File: src/rtl/seq_rotator.sv
// Multi-cycle rotate / logical shift / arithmetic shift engine.
// Moves the latched word up to STEP bit positions per clock under a start/busy/done handshake.
module seq_rotator #(
    parameter int N    = 8,
    parameter int STEP = 1,
    parameter int AW   = $clog2(N)
) (
    input  logic          clk,
    input  logic          rst,
    input  logic          start,
    input  logic          dir,
    input  logic [1:0]    mode,
    input  logic [AW-1:0] amt,
    input  logic [N-1:0]  in_seq,
    output logic [N-1:0]  out_seq,
    output logic          busy,
    output logic          done
);

    // Per-clock move width must be able to hold both STEP and any count value.
    localparam int SW = ($clog2(STEP + 1) > AW) ? $clog2(STEP + 1) : AW;

    typedef enum logic {
        IDLE,
        SHIFT
    } state_e;

    localparam logic [1:0] MODE_LSH = 2'b01;
    localparam logic [1:0] MODE_ASH = 2'b10;

    state_e        state_q, state_d;
    logic [AW-1:0] cnt_q, cnt_d;
    logic          dir_q, dir_d;
    logic [1:0]    mode_q, mode_d;
    logic [N-1:0]  out_q, out_d;
    logic          busy_q, busy_d;
    logic          done_q, done_d;

    logic [SW-1:0] step_amt;
    logic [N-1:0]  asr_val;
    logic [N-1:0]  moved;

    always_comb begin
        if (SW'(cnt_q) < SW'(STEP)) begin
            step_amt = SW'(cnt_q);
        end else begin
            step_amt = SW'(STEP);
        end

        // Arithmetic right shift replicates the current sign bit into vacated positions.
        asr_val = $unsigned($signed(out_q) >>> step_amt);

        case (mode_q)
            MODE_LSH: moved = dir_q ? (out_q << step_amt) : (out_q >> step_amt);
            MODE_ASH: moved = dir_q ? (out_q << step_amt) : asr_val;
            default: begin
                if (dir_q) begin
                    moved = (out_q << step_amt) | (out_q >> (N - int'(step_amt)));
                end else begin
                    moved = (out_q >> step_amt) | (out_q << (N - int'(step_amt)));
                end
            end
        endcase
    end

    always_comb begin
        // NOTE: every variable gets a default first so no path leaves it unassigned (no latch).
        state_d = state_q;
        cnt_d   = cnt_q;
        dir_d   = dir_q;
        mode_d  = mode_q;
        out_d   = out_q;
        busy_d  = busy_q;
        done_d  = 1'b0;

        case (state_q)
            IDLE: begin
                if (start) begin
                    out_d   = in_seq;
                    cnt_d   = amt;
                    dir_d   = dir;
                    mode_d  = mode;
                    busy_d  = 1'b1;
                    state_d = SHIFT;
                end
            end
            SHIFT: begin
                if (cnt_q != '0) begin
                    out_d = moved;
                    cnt_d = cnt_q - AW'(step_amt);
                end else begin
                    busy_d  = 1'b0;
                    done_d  = 1'b1;
                    state_d = IDLE;
                end
            end
            default: state_d = IDLE;
        endcase
    end

    // NOTE: state updates use non-blocking assignments so all flops sample the same pre-edge values.
    always_ff @(posedge clk) begin
        if (rst) begin
            state_q <= IDLE;
            cnt_q   <= '0;
            dir_q   <= 1'b0;
            mode_q  <= 2'b00;
            out_q   <= '0;
            busy_q  <= 1'b0;
            done_q  <= 1'b0;
        end else begin
            state_q <= state_d;
            cnt_q   <= cnt_d;
            dir_q   <= dir_d;
            mode_q  <= mode_d;
            out_q   <= out_d;
            busy_q  <= busy_d;
            done_q  <= done_d;
        end
    end

    assign out_seq = out_q;
    assign busy    = busy_q;
    assign done    = done_q;

endmodule
File: config.mk
export PLATFORM = sky130hd
export DESIGN_NAME = seq_rotator
export DESIGN_NICKNAME = d
export VERILOG_FILES = /design/src/rtl/seq_rotator.sv
export SDC_FILE = /design/constraint.sdc
export NUM_CORES = 1
export LEC_CHECK = 0
export BUFFER_PORTS_ARGS = -buffer_cell sky130_fd_sc_hd__buf_2
export CORE_UTILIZATION = 60
export DETAILED_ROUTE_END_ITERATION = 16
export PLACE_DENSITY = 0.87
export REMOVE_ABC_BUFFERS = 1
export SLEW_MARGIN = 15
export SYNTH_ARGS = -nofsm -noshare
export SYNTH_HDL_FRONTEND = slang
export SYNTH_SLANG_ARGS = --single-unit
File: constraint.sdc
create_clock -name clk -period 5.1 [get_ports clk]
set_clock_uncertainty 0.1 [all_clocks]
set_input_delay 0.765 -clock clk [delete_from_list [all_inputs] [get_ports clk]]
set_output_delay 0.765 -clock clk [all_outputs]
set_load 0.01 [all_outputs]
==> results of run 1 <==
-- worst reg2reg max path: cells and delay by family (launching register included) --
kind | cells | cell delay [ns]
compound gates | 1 | 0.26
buf+inv | 1 | 0.20
flops | 1 | 0.40
fa+ha+maj | 1 | 0.42
simple gates | 4 | 1.49
-- kinds of logic after synthesis --
group                      after synthesis  share of synthesized area (%)
other                                    1                          0.253
buffers and inverters                   26                           7.76
muxes                                   16                           11.7
adders and majority gates                5                           4.22
DFF                                     17                           22.9
AOI/OAI and AO/OA                       58                           27.7
and+or+nand+nor                         65                           25.5
-- layout make-up --
class	count	share of cell area, %
Tap cell	28	2.19
Timing Repair Buffer	27	8.60
Clock inverter	1	0.313
Inverter	8	1.95
Clock buffer	3	1.41
Sequential cell	17	21.3
Multi-Input combinational cell	145	64.3
-- registers in the layout (all words and copies together), names as in the netlist --
signal	flops
state_q	1
out_seq	8
cnt_q	3
dir_q	1
busy	1
done	1
mode_q	2
-- placed cells by master, fill, tap and decap left out, types with 2 or more instances in the layout --
cell type / count
mux2i_1: 14
o21ai_0: 8
a211o_1: 2
a22oi_1: 3
o2111ai_1: 2
nor3_1: 4
or4_1: 2
and3_1: 4
o211ai_1: 4
buf_2: 26
o31ai_1: 3
clkinv_2: 2
inv_1: 7
nor2_1: 13
a32oi_1: 3
clkbuf_4: 3
ha_1: 5
a221o_1: 2
nor4_1: 4
dfxtp_1: 17
nand3_1: 4
a211oi_1: 4
or3_1: 3
a21oi_1: 14
nand2_1: 7
nor2b_1: 5
nand2b_1: 6
-- power by group through the flow --
stage	Clock [mW]	Sequential, mW	Combinational, mW
detailed placement	0	0.181	0.179
finish	0.0758	0.181	0.183
global route	0.0825	0.183	0.201
global placement	0	0.180	0.174
CTS	0.0764	0.179	0.180
floorplan	0	0.176	0.127
-- routing by layer --
metal / up-vias / GRT usage [%]
met4: 0 / 9.46
met5: - / 0
met3: 11 / 7.31
met2: 99 / 54.3
met1: 709 / 44.6
li1: 734 / -
-- path summary, 6_finish.rpt --
kind / slack, ns / endpoint / from
setup / recovery: 2.18 / out_seq[7]$_SDFFE_PP0P_ / cnt_q[0]$_SDFFE_PP0P_
hold / removal: 0.39 / mode_q[0]$_SDFFE_PP0P_ / mode_q[0]$_SDFFE_PP0P_
setup reg to reg: 2.18 / out_seq[7]$_SDFFE_PP0P_ / cnt_q[0]$_SDFFE_PP0P_
hold reg to reg: 0.39 / mode_q[0]$_SDFFE_PP0P_ / mode_q[0]$_SDFFE_PP0P_
-- metrics by stage --
step / util (%) / hold WS, ns
after detailed placement: 69.1 / 0.372
after floorplan: - / 0.347
after global placement: 69.1 / 0.362
final: 70.3 / 0.391
after CTS: 70.3 / 0.392
after global routing: 70.3 / 0.417
-- synthesized netlist by cell type (all sizes together), types with 3 or more instances --
cell / number / area share (%)
nor2b: 5 / 2.1
a21oi: 15 / 5.3
a32oi: 3 / 1.8
and3: 4 / 1.7
nor4: 5 / 2.5
inv: 7 / 1.8
a211oi: 4 / 2.0
buf: 10 / 3.6
dfxtp: 17 / 23
o21ai: 8 / 2.7
clkbuf: 8 / 2.0
ha: 5 / 4.2
a22oi: 3 / 1.5
mux2i: 14 / 9.4
nand3: 4 / 1.3
nor2: 13 / 3.3
o31ai: 3 / 1.5
or3: 4 / 2.0
o211ai: 4 / 2.0
nand2b: 6 / 2.5
nor3: 4 / 1.3
nand2: 7 / 1.8
==> flow_metrics.tcl, run 1 <==
set metrics [dict create \
    rows 17 \
    pre_cts_ws_ns 2.25 \
    avgSynthCellArea_um2 7.89 \
    fin_crit_ns 2.92 \
    seqPwrFrac_pct 41.1 \
    die_width_um 51.7 \
    gp_congestion 0.946 \
    syn_area_um2 1480 \
    numPortBuffers 26 \
    die_area_um2 2680 \
    post_dp_cell_area_um2 1570 \
    io_pins 27 \
    worst-path-stages 7 \
    worst_pin_slew_ns 1.12 \
    cp_max_fo 14 \
    cp-end-kind "flip-flop" \
    worst_setup_path_start_kind "flip-flop" \
    async_reset_ff_share_pct 0 \
    path_buf_inv 1 \
    dp_hpwl_mm 2.88 \
    overflow 0 \
    setup_tns_ns 0 \
    arrival_ns 3.04 \
    clk_latency_ns 0.30 \
    critPathRequiredTime_ns 5.22 \
    post_cts_buffers 0 \
    leakage_nw 0.649 \
    synth_ff_type "dfxtp_1" \
    core_um2 2280 \
    drt_first_pass_iters 5 \
    timing.slew.headroom_pct 24.7 \
    cts-resized-gates 0 \
    hold_viol_final 0 \
    antenna_left 0 \
    fin_crit_sh_pct 57.3 \
    nFillCells 187 \
    finalMaxSlewViolations 0 \
    clock.fmax_mhz 342 \
    cpMaxStageDelayCell "or3_4" \
    path_class "reg -> reg" \
    worstHoldPathType "reg -> reg" \
    dp.cells 225 \
    initialDrtViolationCount 92 \
    layout.nets 224 \
    postSynthCellCount 188 \
    numCtsBuffers 3 \
    peakVddDrop_mv 0.264 \
    clk_path_buf_depth 2 \
    synth.distinct_cells 59 \
    report.final.setup_viol 0 \
    route.met2.wl_mm 1.90 \
    h-tree-depth 1 \
    yosysWarnings 0 \
    worstRegToRegCells 7 \
    ys_seq_area_share_pct 22.9 \
    dr_wl_met3_um 399 \
    multi_input_area_um2 1030 \
    grt_max_degree 25 \
    path_cells "or3_4 > clkinv_2 > ha_1 > and2_0 > and4b_1 > or4_1 > o32ai_2" \
    critPathMaxStageDelay_ns 0.49 \
    wl_met1_mm 1.74 \
    synth_seq_cells 17 \
    fin_area_um2 1600 \
    antenna_found_initial 0 \
    drt-total-wl_mm 4.10 \
    layout_setup_ws_ns 2.18 \
    cts_tree "built" \
    drc 0 \
    power_mw 0.440 \
    synth-edff-count 0 \
    status "finished clean" \
    vias 1553 \
    drv_cap 0 \
    grt_use_total_pct 33.6 \
    holdBufCountCts 0 \
    grt_pass1_vias 1391 \
    netSwitchingFraction_pct 41.7 \
    stdcell_count 229 \
    clk_pin_slew_ns 0.11 \
    n_antenna_cell 0 \
    clock-sinks 17 \
    hold_depth 2 \
    ff_latch_area_um2 340 \
    viasPerCell 6.78 \
    initial_utilization_pct 65.2 \
    wire_per_inst_um 17.9 \
    comb_power_share_pct 41.7 \
    root_buffer "clkbuf_4" \
    drive_above_1_share_pct 19.9 \
    power_frac_clock_pct 17.2 \
    rsz0062_at_grt "false" \
    top_layer "met4" \
    p_sw_mw 0.183 \
    die-height_um 51.7 \
    critical-path-top-delay-family "simple AND/OR/NAND/NOR gates" \
    internal-power_mw 0.256 \
    power.density_nw_per_um2 275 \
    area_growth_pct 7.84 \
    grt_pass1_wl_mm 6.73 \
]
(Power assumes the default switching activity.)
==> inputs of run 2 (changes only) <==
--- a/config.mk
+++ b/config.mk
@@ -5,10 +5,11 @@
 export SDC_FILE = /design/constraint.sdc
 export NUM_CORES = 1
 export LEC_CHECK = 0
+export ABC_AREA = 1
 export BUFFER_PORTS_ARGS = -buffer_cell sky130_fd_sc_hd__buf_2
-export CORE_UTILIZATION = 60
+export CORE_UTILIZATION = 56
 export DETAILED_ROUTE_END_ITERATION = 16
-export PLACE_DENSITY = 0.87
+export PLACE_DENSITY = 0.82
 export REMOVE_ABC_BUFFERS = 1
 export SLEW_MARGIN = 15
 export SYNTH_ARGS = -nofsm -noshare
==> constraint.sdc (replaced) <==
create_clock -name clk -period 2.7 [get_ports clk]
set_clock_uncertainty 0.1 [all_clocks]
set_input_delay 0.405 -clock clk [delete_from_list [all_inputs] [get_ports clk]]
set_output_delay 0.405 -clock clk [all_outputs]
set_load 0.01 [all_outputs]
==> flow_metrics.tcl, run 2 <==
set metrics [dict create \
    clk_latency_ns 0.30 \
    post_cts_buffers 0 \
    nFillCells 268 \
    clk_path_buf_depth 2 \
    final_cell_mix "nand2_1, nand3_1, nor2_1" \
    grt_use_total_pct 33.0 \
    h-tree-depth 1 \
    overflow 0 \
    fin_crit_sh_pct 86.6 \
    ys_seq_area_share_pct 21.5 \
    synth_ff_type "dfxtp_1" \
    drive_above_1_share_pct 18.7 \
    critPathMaxStageDelay_ns 0.35 \
    seqPwrFrac_pct 31.0 \
    path_class "reg -> reg" \
    peakVddDrop_mv 0.448 \
    dp_hpwl_mm 3.32 \
    gp_congestion 0.962 \
    grt_pass1_vias 1612 \
    synth.distinct_cells 27 \
    yosysWarnings 0 \
    cpMaxStageDelayCell "dfxtp_1" \
    min_to "cnt_q[2]$_SDFFE_PP0P_" \
    cts-resized-gates 0 \
    vias 1901 \
    drv_cap 0 \
    netlist_top_cells_count "nand2_1, nand3_1, nor2_1, inv_1, a21oi_1" \
    io_pins 27 \
    avgSynthCellArea_um2 5.71 \
    timing.hold.ws_ns 0.274 \
    synth_most_common_cell "nand2_1" \
    cts_tree "built" \
    status "finished clean" \
    worstRegToRegCells 16 \
    postSynthCellCount 277 \
    numPortBuffers 26 \
    internal-power_mw 0.506 \
    n_antenna_cell 0 \
    grt_pass1_wl_mm 7.16 \
    clock.fmax_mhz 428 \
    drt_first_pass_iters 8 \
    layout.nets 322 \
    synth_top_area_share_pct 21.5 \
    initialDrtViolationCount 119 \
    finalMaxSlewViolations 0 \
    worst_setup_path_start_kind "flip-flop" \
    root_buffer "clkbuf_4" \
    area_growth_pct 9.57 \
    synth-edff-count 0 \
    synth_area_leaders "dfxtp_1, nand2_1, nand3_1, nor2_1, inv_1" \
    setup_tns_ns 0 \
    antenna_found_initial 0 \
    syn_area_um2 1580 \
    cp_max_fo 12 \
    path_cells "inv_2 > nand2_4 > inv_2 > ha_1 > inv_2 > nand2_1 > a21oi_1 > nor2_1 > nand2_1 > inv_1 > nand2_1 > nand2_1 > nand2_1 > nand2_1 > nand2_1 > a21oi_1" \
    arrival_ns 2.42 \
    wire_per_inst_um 13.3 \
    leakage_nw 0.918 \
    hp-start "amt[2]" \
    timing.rr.start "cnt_q[0]$_SDFFE_PP0P_" \
    rsz0062_at_grt "false" \
    report.final.setup_viol 0 \
    cp_common_cell "nand2_1" \
    viasPerCell 5.78 \
    die_width_um 55.2 \
    drc 0 \
    antenna_left 0 \
    r2r_end "out_seq[0]$_SDFFE_PP0P_" \
    comb_power_share_pct 54.3 \
    drt-total-wl_mm 4.37 \
    r2r_setup_slack_ns 0.36 \
    clk_pin_slew_ns 0.11 \
    holdBufCountCts 0 \
    fin_crit_ns 2.34 \
    power_frac_clock_pct 14.8 \
    cp-end-kind "flip-flop" \
    netSwitchingFraction_pct 48.8 \
    synth_seq_cells 17 \
    rows 18 \
    worstHoldPathType "in -> reg" \
    critPathRequiredTime_ns 2.79 \
    clock-sinks 17 \
    die-height_um 55.2 \
    die_area_um2 3040 \
    core_um2 2570 \
    numCtsBuffers 3 \
    final_common_cell "nand2_1" \
    async_reset_ff_share_pct 0 \
    synth_area_leader_cell "dfxtp_1" \
    hold_viol_final 0 \
    initial_utilization_pct 61.6 \
    hold_depth 3 \
    largest_register_ffs 8 \
    power.density_nw_per_um2 570 \
    grt_max_degree 20 \
    p_sw_mw 0.483 \
]
[run 2: metal layers]
layer / share of wire, % / GRT usage (%)
met5: 0 / 0
met4: 2.3 / 7.92
met3: 13 / 7.92
met2: 41 / 51.0
met1: 44 / 45.8
[run 2: worst max path at each step]
stage / slack [ns] / cells after the start / from / end
CTS: 0.43 / 12 / cnt_q[0]$_SDFFE_PP0P_ / out_seq[7]$_SDFFE_PP0P_
finish: 0.36 / 16 / cnt_q[0]$_SDFFE_PP0P_ / out_seq[0]$_SDFFE_PP0P_
global placement: 0.46 / 12 / cnt_q[0]$_SDFFE_PP0P_ / out_seq[7]$_SDFFE_PP0P_
detailed placement: 0.45 / 12 / cnt_q[0]$_SDFFE_PP0P_ / out_seq[7]$_SDFFE_PP0P_
global route: 0.14 / 16 / cnt_q[0]$_SDFFE_PP0P_ / out_seq[0]$_SDFFE_PP0P_
floorplan: 0.59 / 16 / cnt_q[1]$_SDFFE_PP0P_ / out_seq[0]$_SDFFE_PP0P_
[run 2: logic make-up (layout without fill, tap and decap cells)]
kind of cell | Yosys count | after routing | share of synthesized area (%)
DFF | 17 | 17 | 21.5
AOI/OAI and AO/OA | 42 | 42 | 14.6
and+or+nand+nor | 165 | 165 | 46.4
muxes | 1 | 1 | 0.632
adders and majority gates | 5 | 5 | 3.95
other | 1 | 1 | 0.237
buffers and inverters | 46 | 68 | 12.6
[run 2: critical path: cells and delay by family, from the launching register on]
| family | cells | cell delay, ns |
|---|---|---|
| adders and majority gates | 1 | 0.33 |
| and+or+nand+nor | 9 | 0.70 |
| buffers and inverters | 4 | 0.55 |
| DFF | 1 | 0.35 |
| AOI/OAI and AO/OA | 2 | 0.20 |
[run 2: area by class of cell]
cell class,count,area [µm²],share of cell area [%]
clock inverters,1,7.51,0.433
multi-input cells,214,1040,60.1
flip-flops and latches,17,340,19.6
clock buffers,3,22.5,1.30
inverters,35,131,7.58
repair buffers,29,153,8.80
well taps,30,37.5,2.16
[run 2: per-stage QoR]
stage	instance area, µm²	setup slack [ns]	total power [mW]	std cells	utilization, %
floorplan	1510	0.594	0.685	266	-
global placement	1700	0.456	0.831	325	66.4
detailed placement	1700	0.447	0.828	325	66.4
CTS	1730	0.428	0.972	329	67.5
global route	1730	0.142	1.06	329	67.5
finish	1730	0.362	0.989	329	67.5
[run 2: power by group through the flow]
stage	Clock [mW]	Combinational (mW)	Sequential (mW)
final	0.146	0.537	0.306
after global routing	0.155	0.592	0.311
after CTS	0.148	0.518	0.306
after detailed placement	0	0.517	0.311
after global placement	0	0.521	0.310
after floorplan	0	0.363	0.322
